--- config.mk ---
export PLATFORM = sky130hd
export DESIGN_NAME = mul_pipeline_flat
export DESIGN_NICKNAME = d
export VERILOG_FILES = /design/src/rtl/mul_pipeline_pkg.sv /design/src/rtl/mul_pipeline_if.sv /design/src/rtl/mul_pipeline_stage.sv /design/src/rtl/mul_pipeline.sv /design/src/flat_wrapper.sv
export SDC_FILE = /design/constraint.sdc
export NUM_CORES = 2
export LEC_CHECK = 0
export CAP_MARGIN = 20
export CELL_PAD_IN_SITES_DETAIL_PLACEMENT = 2
export CELL_PAD_IN_SITES_GLOBAL_PLACEMENT = 2
export CORE_ASPECT_RATIO = 0.7
export CORE_UTILIZATION = 46
export CTS_CLUSTER_SIZE = 24
export DETAILED_ROUTE_END_ITERATION = 8
export PLACE_DENSITY = 0.89
export SETUP_SLACK_MARGIN = 0.15
export SYNTH_ARGS = -nofsm -noshare
export SYNTH_HDL_FRONTEND = slang
export SYNTH_SLANG_ARGS = --single-unit
--- constraint.sdc ---
create_clock -name clk -period 4.3 [get_ports clk]
set_clock_uncertainty 0.2 [all_clocks]
set_input_delay 0.43 -clock clk [delete_from_list [all_inputs] [get_ports clk]]
set_output_delay 0.43 -clock clk [all_outputs]
set_load 0.01 [all_outputs]
--- src/rtl/mul_pipeline_pkg.sv ---
// ============================================================================
// Module : mul_pipeline_pkg
// Brief  : RV32/64 M-extension decode constants and multiply-mode encoding.
// Rev    : 1.0  initial release
// ============================================================================
`default_nettype none

package mul_pipeline_pkg;

  localparam int OPCODE_SIZE = 7;
  localparam int FUNCT7_SIZE = 7;
  localparam int FUNCT3_SIZE = 3;

  localparam logic [OPCODE_SIZE-1:0] OPCODE_OP = 7'b0110011;
  localparam logic [FUNCT7_SIZE-1:0] F7_MULDIV = 7'b0000001;

  localparam logic [FUNCT3_SIZE-1:0] F3_MUL    = 3'b000;
  localparam logic [FUNCT3_SIZE-1:0] F3_MULH   = 3'b001;
  localparam logic [FUNCT3_SIZE-1:0] F3_MULHSU = 3'b010;
  localparam logic [FUNCT3_SIZE-1:0] F3_MULHU  = 3'b011;

  typedef enum logic [1:0] {
    MUL_LO  = 2'd0,
    MUL_HSS = 2'd1,
    MUL_HSU = 2'd2,
    MUL_HUU = 2'd3
  } mul_op_t;

  localparam int MUL_OP_W = 2;

  function automatic mul_op_t f3_to_op(input logic [FUNCT3_SIZE-1:0] f3);
    case (f3)
      F3_MULH:   return MUL_HSS;
      F3_MULHSU: return MUL_HSU;
      F3_MULHU:  return MUL_HUU;
      default:   return MUL_LO;
    endcase
  endfunction

endpackage

`default_nettype wire

--- src/rtl/mul_pipeline_if.sv ---
// ============================================================================
// Module : mul_pipeline_if
// Brief  : Issue/result bundle between the execute stage and mul_pipeline.
// Rev    : 1.0  initial release
// ============================================================================
`default_nettype none

interface mul_pipeline_if #(
  parameter int WIDTH = 32,
  parameter int TAG_W = 5
);
  import mul_pipeline_pkg::*;

  logic                   valid_i;
  logic [OPCODE_SIZE-1:0] opcode_i;
  logic [FUNCT7_SIZE-1:0] funct7_i;
  logic [FUNCT3_SIZE-1:0] funct3_i;
  logic [WIDTH-1:0]       op1_data_i;
  logic [WIDTH-1:0]       op2_data_i;
  logic [TAG_W-1:0]       tag_i;
  logic                   stall_i;
  logic                   kill_i;
  logic                   valid_o;
  logic [WIDTH-1:0]       result_o;
  logic [TAG_W-1:0]       tag_o;
  logic                   busy_o;

  modport master (
    output valid_i, opcode_i, funct7_i, funct3_i, op1_data_i, op2_data_i,
           tag_i, stall_i, kill_i,
    input  valid_o, result_o, tag_o, busy_o
  );

  modport slave (
    input  valid_i, opcode_i, funct7_i, funct3_i, op1_data_i, op2_data_i,
           tag_i, stall_i, kill_i,
    output valid_o, result_o, tag_o, busy_o
  );

endinterface

`default_nettype wire

--- src/rtl/mul_pipeline_stage.sv ---
// ============================================================================
// Module : mul_pipe_stage
// Brief  : One pipeline register: valid, tag and payload with stall and kill.
// Rev    : 1.0  initial release
// ============================================================================
`default_nettype none

module mul_pipe_stage #(
  parameter int TAG_W  = 5,
  parameter int DATA_W = 66
) (
  input  wire logic              clk,
  input  wire logic              reset_n,
  input  wire logic              stall,
  input  wire logic              kill,
  input  wire logic              in_valid,
  input  wire logic [TAG_W-1:0]  in_tag,
  input  wire logic [DATA_W-1:0] in_data,
  output logic                   out_valid,
  output logic [TAG_W-1:0]       out_tag,
  output logic [DATA_W-1:0]      out_data
);

  // Payload only loads behind a valid op so the last stage keeps showing the
  // most recent real result while the pipe drains or idles.
  always_ff @(posedge clk or negedge reset_n) begin
    if (!reset_n) begin
      out_valid <= 1'b0;
      out_tag   <= '0;
      out_data  <= '0;
    end else if (kill) begin
      out_valid <= 1'b0;
    end else if (!stall) begin
      out_valid <= in_valid;
      if (in_valid) begin
        out_tag  <= in_tag;
        out_data <= in_data;
      end
    end
  end

endmodule

`default_nettype wire

--- src/rtl/mul_pipeline.sv ---
// ============================================================================
// Module : mul_pipeline
// Brief  : Fully pipelined MUL/MULH/MULHSU/MULHU unit with tag, stall, kill.
// Rev    : 1.0  initial release
// ============================================================================
`default_nettype none

module mul_pipeline
  import mul_pipeline_pkg::*;
#(
  parameter int WIDTH  = 32,
  parameter int STAGES = 5,
  parameter int TAG_W  = 5
) (
  input  wire logic     clk,
  input  wire logic     reset_n,
  mul_pipeline_if.slave bus
);

  localparam int PROD_W = 2 * WIDTH;
  localparam int DATA_W = PROD_W + MUL_OP_W;

  logic              f3_hit;
  logic              issue_hit;
  mul_op_t           in_op;
  logic              op1_signed;
  logic              op2_signed;
  logic [PROD_W-1:0] op1_ext;
  logic [PROD_W-1:0] op2_ext;
  logic [PROD_W-1:0] product;

  logic              stg_valid [STAGES+1];
  logic [TAG_W-1:0]  stg_tag   [STAGES+1];
  logic [DATA_W-1:0] stg_data  [STAGES+1];

  mul_op_t           out_op;
  logic [PROD_W-1:0] out_prod;
  logic              busy;

  always_comb begin
    f3_hit    = bus.funct3_i inside {F3_MUL, F3_MULH, F3_MULHSU, F3_MULHU};
    issue_hit = bus.valid_i && (bus.opcode_i == OPCODE_OP) &&
                (bus.funct7_i == F7_MULDIV) && f3_hit;
    in_op     = f3_to_op(bus.funct3_i);
  end

  // Only the low 2*WIDTH bits of the (2*WIDTH+2)-bit signed product are ever
  // selected, and those are identical for any extension to at least 2*WIDTH.
  always_comb begin
    op1_signed = (in_op != MUL_HUU);
    op2_signed = (in_op == MUL_HSS) || (in_op == MUL_LO);
    op1_ext    = {{WIDTH{op1_signed & bus.op1_data_i[WIDTH-1]}}, bus.op1_data_i};
    op2_ext    = {{WIDTH{op2_signed & bus.op2_data_i[WIDTH-1]}}, bus.op2_data_i};
    product    = op1_ext * op2_ext;
  end

  assign stg_valid[0] = issue_hit;
  assign stg_tag[0]   = bus.tag_i;
  assign stg_data[0]  = {in_op, product};

  for (genvar i = 0; i < STAGES; i++) begin : g_stage
    mul_pipe_stage #(
      .TAG_W  (TAG_W),
      .DATA_W (DATA_W)
    ) u_stage (
      .clk       (clk),
      .reset_n   (reset_n),
      .stall     (bus.stall_i),
      .kill      (bus.kill_i),
      .in_valid  (stg_valid[i]),
      .in_tag    (stg_tag[i]),
      .in_data   (stg_data[i]),
      .out_valid (stg_valid[i+1]),
      .out_tag   (stg_tag[i+1]),
      .out_data  (stg_data[i+1])
    );
  end

  always_comb begin
    out_op   = mul_op_t'(stg_data[STAGES][DATA_W-1 -: MUL_OP_W]);
    out_prod = stg_data[STAGES][PROD_W-1:0];
  end

  always_comb begin
    busy = 1'b0;
    for (int i = 1; i <= STAGES; i++) begin
      busy = busy | stg_valid[i];
    end
  end

  assign bus.valid_o  = stg_valid[STAGES];
  assign bus.tag_o    = stg_tag[STAGES];
  assign bus.result_o = (out_op == MUL_LO) ? out_prod[WIDTH-1:0]
                                           : out_prod[PROD_W-1:WIDTH];
  assign bus.busy_o   = busy;

endmodule

`default_nettype wire
--- src/flat_wrapper.sv ---
// flat-port wrapper written by rule: the top's interface ports become plain ports
module mul_pipeline_flat import mul_pipeline_pkg::*;
#(
  parameter int WIDTH  = 32,
  parameter int STAGES = 5,
  parameter int TAG_W  = 5
)
  (clk, reset_n, bus_valid_i, bus_opcode_i, bus_funct7_i, bus_funct3_i, bus_op1_data_i, bus_op2_data_i, bus_tag_i, bus_stall_i, bus_kill_i, bus_valid_o, bus_result_o, bus_tag_o, bus_busy_o);
  mul_pipeline_if #(.WIDTH(WIDTH), .TAG_W(TAG_W)) bus_i ();
  input  wire logic clk;
  input  wire logic reset_n;
  input wire logic [$bits(bus_i.valid_i)-1:0] bus_valid_i;
  input wire logic [$bits(bus_i.opcode_i)-1:0] bus_opcode_i;
  input wire logic [$bits(bus_i.funct7_i)-1:0] bus_funct7_i;
  input wire logic [$bits(bus_i.funct3_i)-1:0] bus_funct3_i;
  input wire logic [$bits(bus_i.op1_data_i)-1:0] bus_op1_data_i;
  input wire logic [$bits(bus_i.op2_data_i)-1:0] bus_op2_data_i;
  input wire logic [$bits(bus_i.tag_i)-1:0] bus_tag_i;
  input wire logic [$bits(bus_i.stall_i)-1:0] bus_stall_i;
  input wire logic [$bits(bus_i.kill_i)-1:0] bus_kill_i;
  output wire logic [$bits(bus_i.valid_o)-1:0] bus_valid_o;
  output wire logic [$bits(bus_i.result_o)-1:0] bus_result_o;
  output wire logic [$bits(bus_i.tag_o)-1:0] bus_tag_o;
  output wire logic [$bits(bus_i.busy_o)-1:0] bus_busy_o;
  assign bus_i.valid_i = bus_valid_i;
  assign bus_i.opcode_i = bus_opcode_i;
  assign bus_i.funct7_i = bus_funct7_i;
  assign bus_i.funct3_i = bus_funct3_i;
  assign bus_i.op1_data_i = bus_op1_data_i;
  assign bus_i.op2_data_i = bus_op2_data_i;
  assign bus_i.tag_i = bus_tag_i;
  assign bus_i.stall_i = bus_stall_i;
  assign bus_i.kill_i = bus_kill_i;
  assign bus_valid_o = bus_i.valid_o;
  assign bus_result_o = bus_i.result_o;
  assign bus_tag_o = bus_i.tag_o;
  assign bus_busy_o = bus_i.busy_o;
  mul_pipeline #(.WIDTH(WIDTH), .STAGES(STAGES), .TAG_W(TAG_W)) u_core (.clk(clk), .reset_n(reset_n), .bus(bus_i));
endmodule
==> tab_implementation.tex, run 1 <==
\begin{tabular}{lr}
\hline
Metric & Value \\
\hline
\multicolumn{2}{l}{\textbf{Synth}} \\
\quad Number of library cell types mapped by synthesis & 74 \\
\quad Gate Count Post-Synth & 5132 \\
\quad Top-area cell type share of the netlist area & 43.7\% \\
\quad Post-synth top cells & sky130\_fd\_sc\_hd\_\_inv\_1 (1168), sky130\_fd\_sc\_hd\_\_fa\_1 (1125), sky130\_fd\_sc\_hd\_\_nand2\_1 (898) \\
\quad Most used standard cell by instance count after synthesis & sky130\_fd\_sc\_hd\_\_inv\_1 \\
\quad Number of synthesized flops with an enable pin & 0 \\
\quad Syn\_area\_per\_cell & 10.0 µm² \\
\quad Largest area contributor in the netlist & sky130\_fd\_sc\_hd\_\_fa\_1 \\
\quad Synthesis warning total & 0 \\
\quad Synthesis-stage register bit count & 360 \\
\quad Dominant register cell in the synthesized netlist & sky130\_fd\_sc\_hd\_\_dfrtp\_1 \\
\quad Net Count, Synth & 6560 \\
\quad Sequential cell area fraction in the yosys report & 17.5\% \\
\quad Synthesized area & 0.0515 mm² \\
\quad FFs w/ async S/R, synth & 100\% \\
\quad Biggest area contributors in the synthesized netlist & sky130\_fd\_sc\_hd\_\_fa\_1 (44\%), sky130\_fd\_sc\_hd\_\_dfrtp\_1 (17\%), sky130\_fd\_sc\_hd\_\_inv\_1 (8.5\%) \\
\multicolumn{2}{l}{\textbf{Clock tree}} \\
\quad Clock Tree Root & sky130\_fd\_sc\_hd\_\_clkbuf\_16 \\
\quad Number of resized instances in the post-cts repair step & 897 \\
\quad Maximum count of clock buffers along a single path & 3 \\
\quad Setup repair bufs after CTS & 232 \\
\quad TritonCTS sink count & 360 \\
\quad Total number of H-tree levels & 1 \\
\quad Number of hold buffers added after cts & 2 \\
\quad TritonCTS Buffers & 31 \\
\multicolumn{2}{l}{\textbf{Die}} \\
\quad Die span in y & 282 µm \\
\quad Row cnt & 102 \\
\quad Die Wd & 402 µm \\
\quad Initial core utilization & 46.5\% \\
\quad Top Ports & 130 \\
\multicolumn{2}{l}{\textbf{Placement}} \\
\quad Final weighted congestion in routability-driven placement & 0.872 \\
\quad Buffers on Ports & 129 \\
\quad DP HPWL & 215 mm \\
\quad Cell total after placement & 6978 \\
\multicolumn{2}{l}{\textbf{Status}} \\
\quad First error line in the log & [ERROR DPL-0033] detailed placement checks failed during check placement. \\
\quad Status & stopped before the end \\
\quad Halt Stage & clock tree synthesis \\
\hline
\end{tabular}
logic make-up after synthesis:
| family | count (synthesis) | synth area share [%] |
|---|---|---|
| simple gates | 1338 | 11.6 |
| fa+ha+maj | 1337 | 48.8 |
| compound gates | 258 | 3.19 |
| buf+inv | 1441 | 10.6 |
| mux | 322 | 7.02 |
| xor+xnor | 76 | 1.29 |
| flops | 360 | 17.5 |
through the flow:
| stage | worst slack (ns) | hold slack (ns) | instance area (µm²) | utilization [%] |
|---|---|---|---|---|
| 2_1_floorplan | -3.91 | -0.0656 | 52800 | - |
| 3_3_place_gp | -4.15 | 0.255 | 59400 | 53.6 |
| 3_5_place_dp | -5.30 | 0.288 | 59400 | 53.6 |
==> run 2, diff against run 1 <==
CELL_PAD_IN_SITES_DETAIL_PLACEMENT = not set   (was 2)
CELL_PAD_IN_SITES_GLOBAL_PLACEMENT = not set   (was 2)
CORE_ASPECT_RATIO = not set   (was 0.7)
CORE_UTILIZATION = 33   (was 46)
CTS_CLUSTER_SIZE = not set   (was 24)
PLACE_DENSITY = not set   (was 0.89)
PLACE_DENSITY_LB_ADDON = 0.15   (was not set)
SETUP_SLACK_MARGIN = not set   (was 0.15)
==> tab_implementation.tex, run 2 <==
\begin{tabular}{lr}
\hline
Metric & Value \\
\hline
\multicolumn{2}{l}{\textbf{Clock tree}} \\
\quad TritonCTS sink count & 360 \\
\quad Clock Pin Slew Worst Setup and Hold Paths & 0.06 ns \\
\quad Clock Tree Root & sky130\_fd\_sc\_hd\_\_clkbuf\_16 \\
\quad Total number of H-tree levels & 2 \\
\quad TritonCTS Buffers & 38 \\
\quad Latest clock arrival within the worst-skew pair & 0.52 ns \\
\quad Maximum count of clock buffers along a single path & 3 \\
\quad CTS tree & done \\
\multicolumn{2}{l}{\textbf{Drt}} \\
\quad Routed via count & 36232 \\
\quad WL met1 & 72.7 mm \\
\quad Wire length after detailed routing & 154 mm \\
\quad Via-to-Cell Ratio & 4.62 \\
\quad DRC errors left & 0 \\
\quad Initial drt markers & 1767 \\
\quad Top layer used by detailed routing & met4 \\
\quad Router iterations before antenna repair & 7 \\
\quad Total met3 wirelength after detailed routing & 4.66 mm \\
\quad Total length of routed met2 wires & 73.8 mm \\
\quad Avg WL per Cell & 19.7 µm \\
\quad Final ANT Viol Nets & 0 \\
\multicolumn{2}{l}{\textbf{Placement}} \\
\quad Worst slack at placement & -4.39 ns \\
\quad Buffers on Ports & 129 \\
\quad DP HPWL & 116 mm \\
\quad Final weighted congestion in routability-driven placement & 0.840 \\
\quad Placed Area & 0.0602 mm² \\
\multicolumn{2}{l}{\textbf{Timing}} \\
\quad Clock period minus worst slack & 7.61 ns \\
\quad Max Fclk & 131 MHz \\
\quad Number of hold-slack violations in the final timing report & 0 \\
\quad RSZ-0062 raised after global routing & true \\
\quad Setup ws final & -3.31 ns \\
\quad Number of failing setup endpoints in the final timing report & 56 \\
\quad Final period utilization & 177\% \\
\quad Final count of pins violating max slew & 0 \\
\quad Max-slew headroom at the worst pin & 41.5\% \\
\quad Worst hold slack & 0.139 ns \\
\quad Transition time at the pin with the least slew margin & 0.877 ns \\
\multicolumn{2}{l}{\textbf{Layout}} \\
\quad Total of fill cells in the finished design & 15025 \\
\quad Commonest cells after routing, fill and taps aside & sky130\_fd\_sc\_hd\_\_inv\_1 (1120), sky130\_fd\_sc\_hd\_\_fa\_1 (1064), sky130\_fd\_sc\_hd\_\_nand2\_1 (863), sky130\_fd\_sc\_hd\_\_buf\_4 (477), sky130\_fd\_sc\_hd\_\_dfrtp\_1 (360) \\
\quad Layout cell share with drive strength beyond 1 & 27.0\% \\
\quad Area growth, synth to finish & 28.3\% \\
\quad Number of nets in the layout & 7202 \\
\quad Leading cell type in the layout, fill and taps excluded & sky130\_fd\_sc\_hd\_\_inv\_1 \\
\quad Area of combinational cells with multiple inputs & 0.0392 mm² \\
\quad Area occupied by registers & 0.00901 mm² \\
\quad Flip-flop count of the largest register, all copies and words added & 330 \\
\quad Final Instance Area & 0.0661 mm² \\
\quad Reg with most FFs & u\_core.g\_stage.u\_stage.out\_data \\
\quad Final core utilization & 42.8\% \\
\quad Top flop regs & u\_core.g\_stage.u\_stage.out\_data x330, u\_core.g\_stage.u\_stage.out\_tag x25, u\_core.g\_stage.u\_stage.out\_valid x5 \\
\multicolumn{2}{l}{\textbf{Run}} \\
\quad Max-cap violations & 0 \\
\multicolumn{2}{l}{\textbf{Hold path}} \\
\quad Hold Crit Class & in -> reg \\
\multicolumn{2}{l}{\textbf{Global routing}} \\
\quad Wire length of the first global-routing pass & 244 mm \\
\quad Global routing usage summed across all routing layers & 20.1\% \\
\quad Vias in the first global route & 40253 \\
\quad Maximum number of pins on one net before global-route repair & 108 \\
\quad Gr ovfl total & 0 \\
\quad Number of antenna violations at the first check in global routing & 1 \\
\multicolumn{2}{l}{\textbf{Worst setup path}} \\
\quad Arrival time of the worst setup path & 7.81 ns \\
\quad Slowest stage delay, CP & 0.57 ns \\
\quad Crit path required time & 4.51 ns \\
\quad Cell at the slowest stage of the critical path & sky130\_fd\_sc\_hd\_\_fa\_2 \\
\quad Largest fanout on the critical path & 5 \\
\quad Startpoint Class & input pin \\
\quad Endpoint kind of the worst setup timing path & flop \\
\quad Kind of critical path & in -> reg \\
\multicolumn{2}{l}{\textbf{Synth}} \\
\quad Largest area contributor in the netlist & sky130\_fd\_sc\_hd\_\_fa\_1 \\
\quad Gate Count Post-Synth & 5132 \\
\quad Biggest area contributors in the synthesized netlist & sky130\_fd\_sc\_hd\_\_fa\_1 (44\%), sky130\_fd\_sc\_hd\_\_dfrtp\_1 (17\%), sky130\_fd\_sc\_hd\_\_inv\_1 (8.5\%) \\
\quad Net Count, Synth & 6560 \\
\quad Post-synth top cells & sky130\_fd\_sc\_hd\_\_inv\_1 (1168), sky130\_fd\_sc\_hd\_\_fa\_1 (1125), sky130\_fd\_sc\_hd\_\_nand2\_1 (898) \\
\quad Number of synthesized flops with an enable pin & 0 \\
\quad Synthesis-stage register bit count & 360 \\
\quad Syn\_area\_per\_cell & 10.0 µm² \\
\quad Sequential cell area fraction in the yosys report & 17.5\% \\
\quad FFs w/ async S/R, synth & 100\% \\
\quad Top-area cell type share of the netlist area & 43.7\% \\
\quad Dominant register cell in the synthesized netlist & sky130\_fd\_sc\_hd\_\_dfrtp\_1 \\
\quad Most used standard cell by instance count after synthesis & sky130\_fd\_sc\_hd\_\_inv\_1 \\
\quad Synthesis warning total & 0 \\
\quad Number of library cell types mapped by synthesis & 74 \\
\quad Synthesized area & 0.0515 mm² \\
\multicolumn{2}{l}{\textbf{Die}} \\
\quad Row cnt & 144 \\
\quad CORE AREA & 0.155 mm² \\
\quad Die area & 0.158 mm² \\
\quad Die span in y & 397 µm \\
\quad Die Wd & 397 µm \\
\quad Top Ports & 130 \\
\quad Initial core utilization & 33.3\% \\
\multicolumn{2}{l}{\textbf{Status}} \\
\quad Violated checks & setup timing \\
\quad Status & finished, violations left \\
\hline
\end{tabular}
run 2: cells by family after synthesis:
group | after synthesis | synth area share, %
adders and majority gates | 1337 | 48.8
muxes | 322 | 7.02
buffers and inverters | 1441 | 10.6
AOI/OAI and AO/OA | 258 | 3.19
xor gates and xnor gates | 76 | 1.29
DFF | 360 | 17.5
and+or+nand+nor | 1338 | 11.6
run 2: metrics by stage:
step	TNS (ns)	std cells
6_report	-142.01	7842
2_1_floorplan	-132.74	5132
3_5_place_dp	-198.94	7573
3_3_place_gp	-197.49	7573
4_1_cts	-142.08	7807
5_1_grt	-152.83	7841
run 2: metal layers:
metal | track usage (%) | vias to the layer above
met4 | 3.19 | 0
met3 | 1.15 | 146
met1 | 28.8 | 19136
met2 | 33.9 | 616
met5 | 0 | -
li1 | - | 16334
run 2: cell type report:
type / count / share of cell area, %
multi-input cells: 3331 / 59.3
repair buffers: 874 / 14.7
flip-flops and latches: 360 / 13.6
inverters: 1169 / 6.66
well taps: 2044 / 3.87
clock buffers: 53 / 1.68
clock inverters: 10 / 0.161
diodes: 1 / 0.00378
run 2: final timing paths:
path / cells after the start / end / startpoint / slack [ns]
max: 33 / u_core.g_stage[0].u_stage.out_data[61] / bus_funct3_i[2] / -3.31
min: 4 / u_core.g_stage[0].u_stage.out_data[64] / bus_funct3_i[0] / 0.14
max reg2reg: 3 / u_core.g_stage[3].u_stage.out_data[65] / u_core.g_stage[2].u_stage.out_valid / 2.29
min reg2reg: 2 / u_core.g_stage[0].u_stage.out_data[1] / u_core.g_stage[0].u_stage.out_data[1] / 0.27
max in group asynchronous: 3 / u_core.g_stage[0].u_stage.out_data[12] / reset_n / 2.49
min in group asynchronous: 2 / u_core.g_stage[4].u_stage.out_valid / reset_n / 0.35
run 2: repair_timing:
| item | in CTS | in global routing |
|---|---|---|
| endpoints found under the hold margin | 102 | 0 |
| pin swaps | 217 | 178 |
| endpoints found under the setup margin | 58 | 58 |
| hold buffers | 2 | 0 |
| cloned | 36 | 5 |
| resized for setup | 590 | 183 |
| setup buffers | 137 | 38 |
run 2: worst max-delay path: cells and delay by family:
kind	cells	cell delay, ns
buf+inv	13	1.23
fa+ha+maj	9	4.19
simple gates	5	0.81
compound gates	6	1.11
Power of run 2 is not shown: default switching activity piles up to over one toggle a cycle in this logic, so the estimate is an artifact.
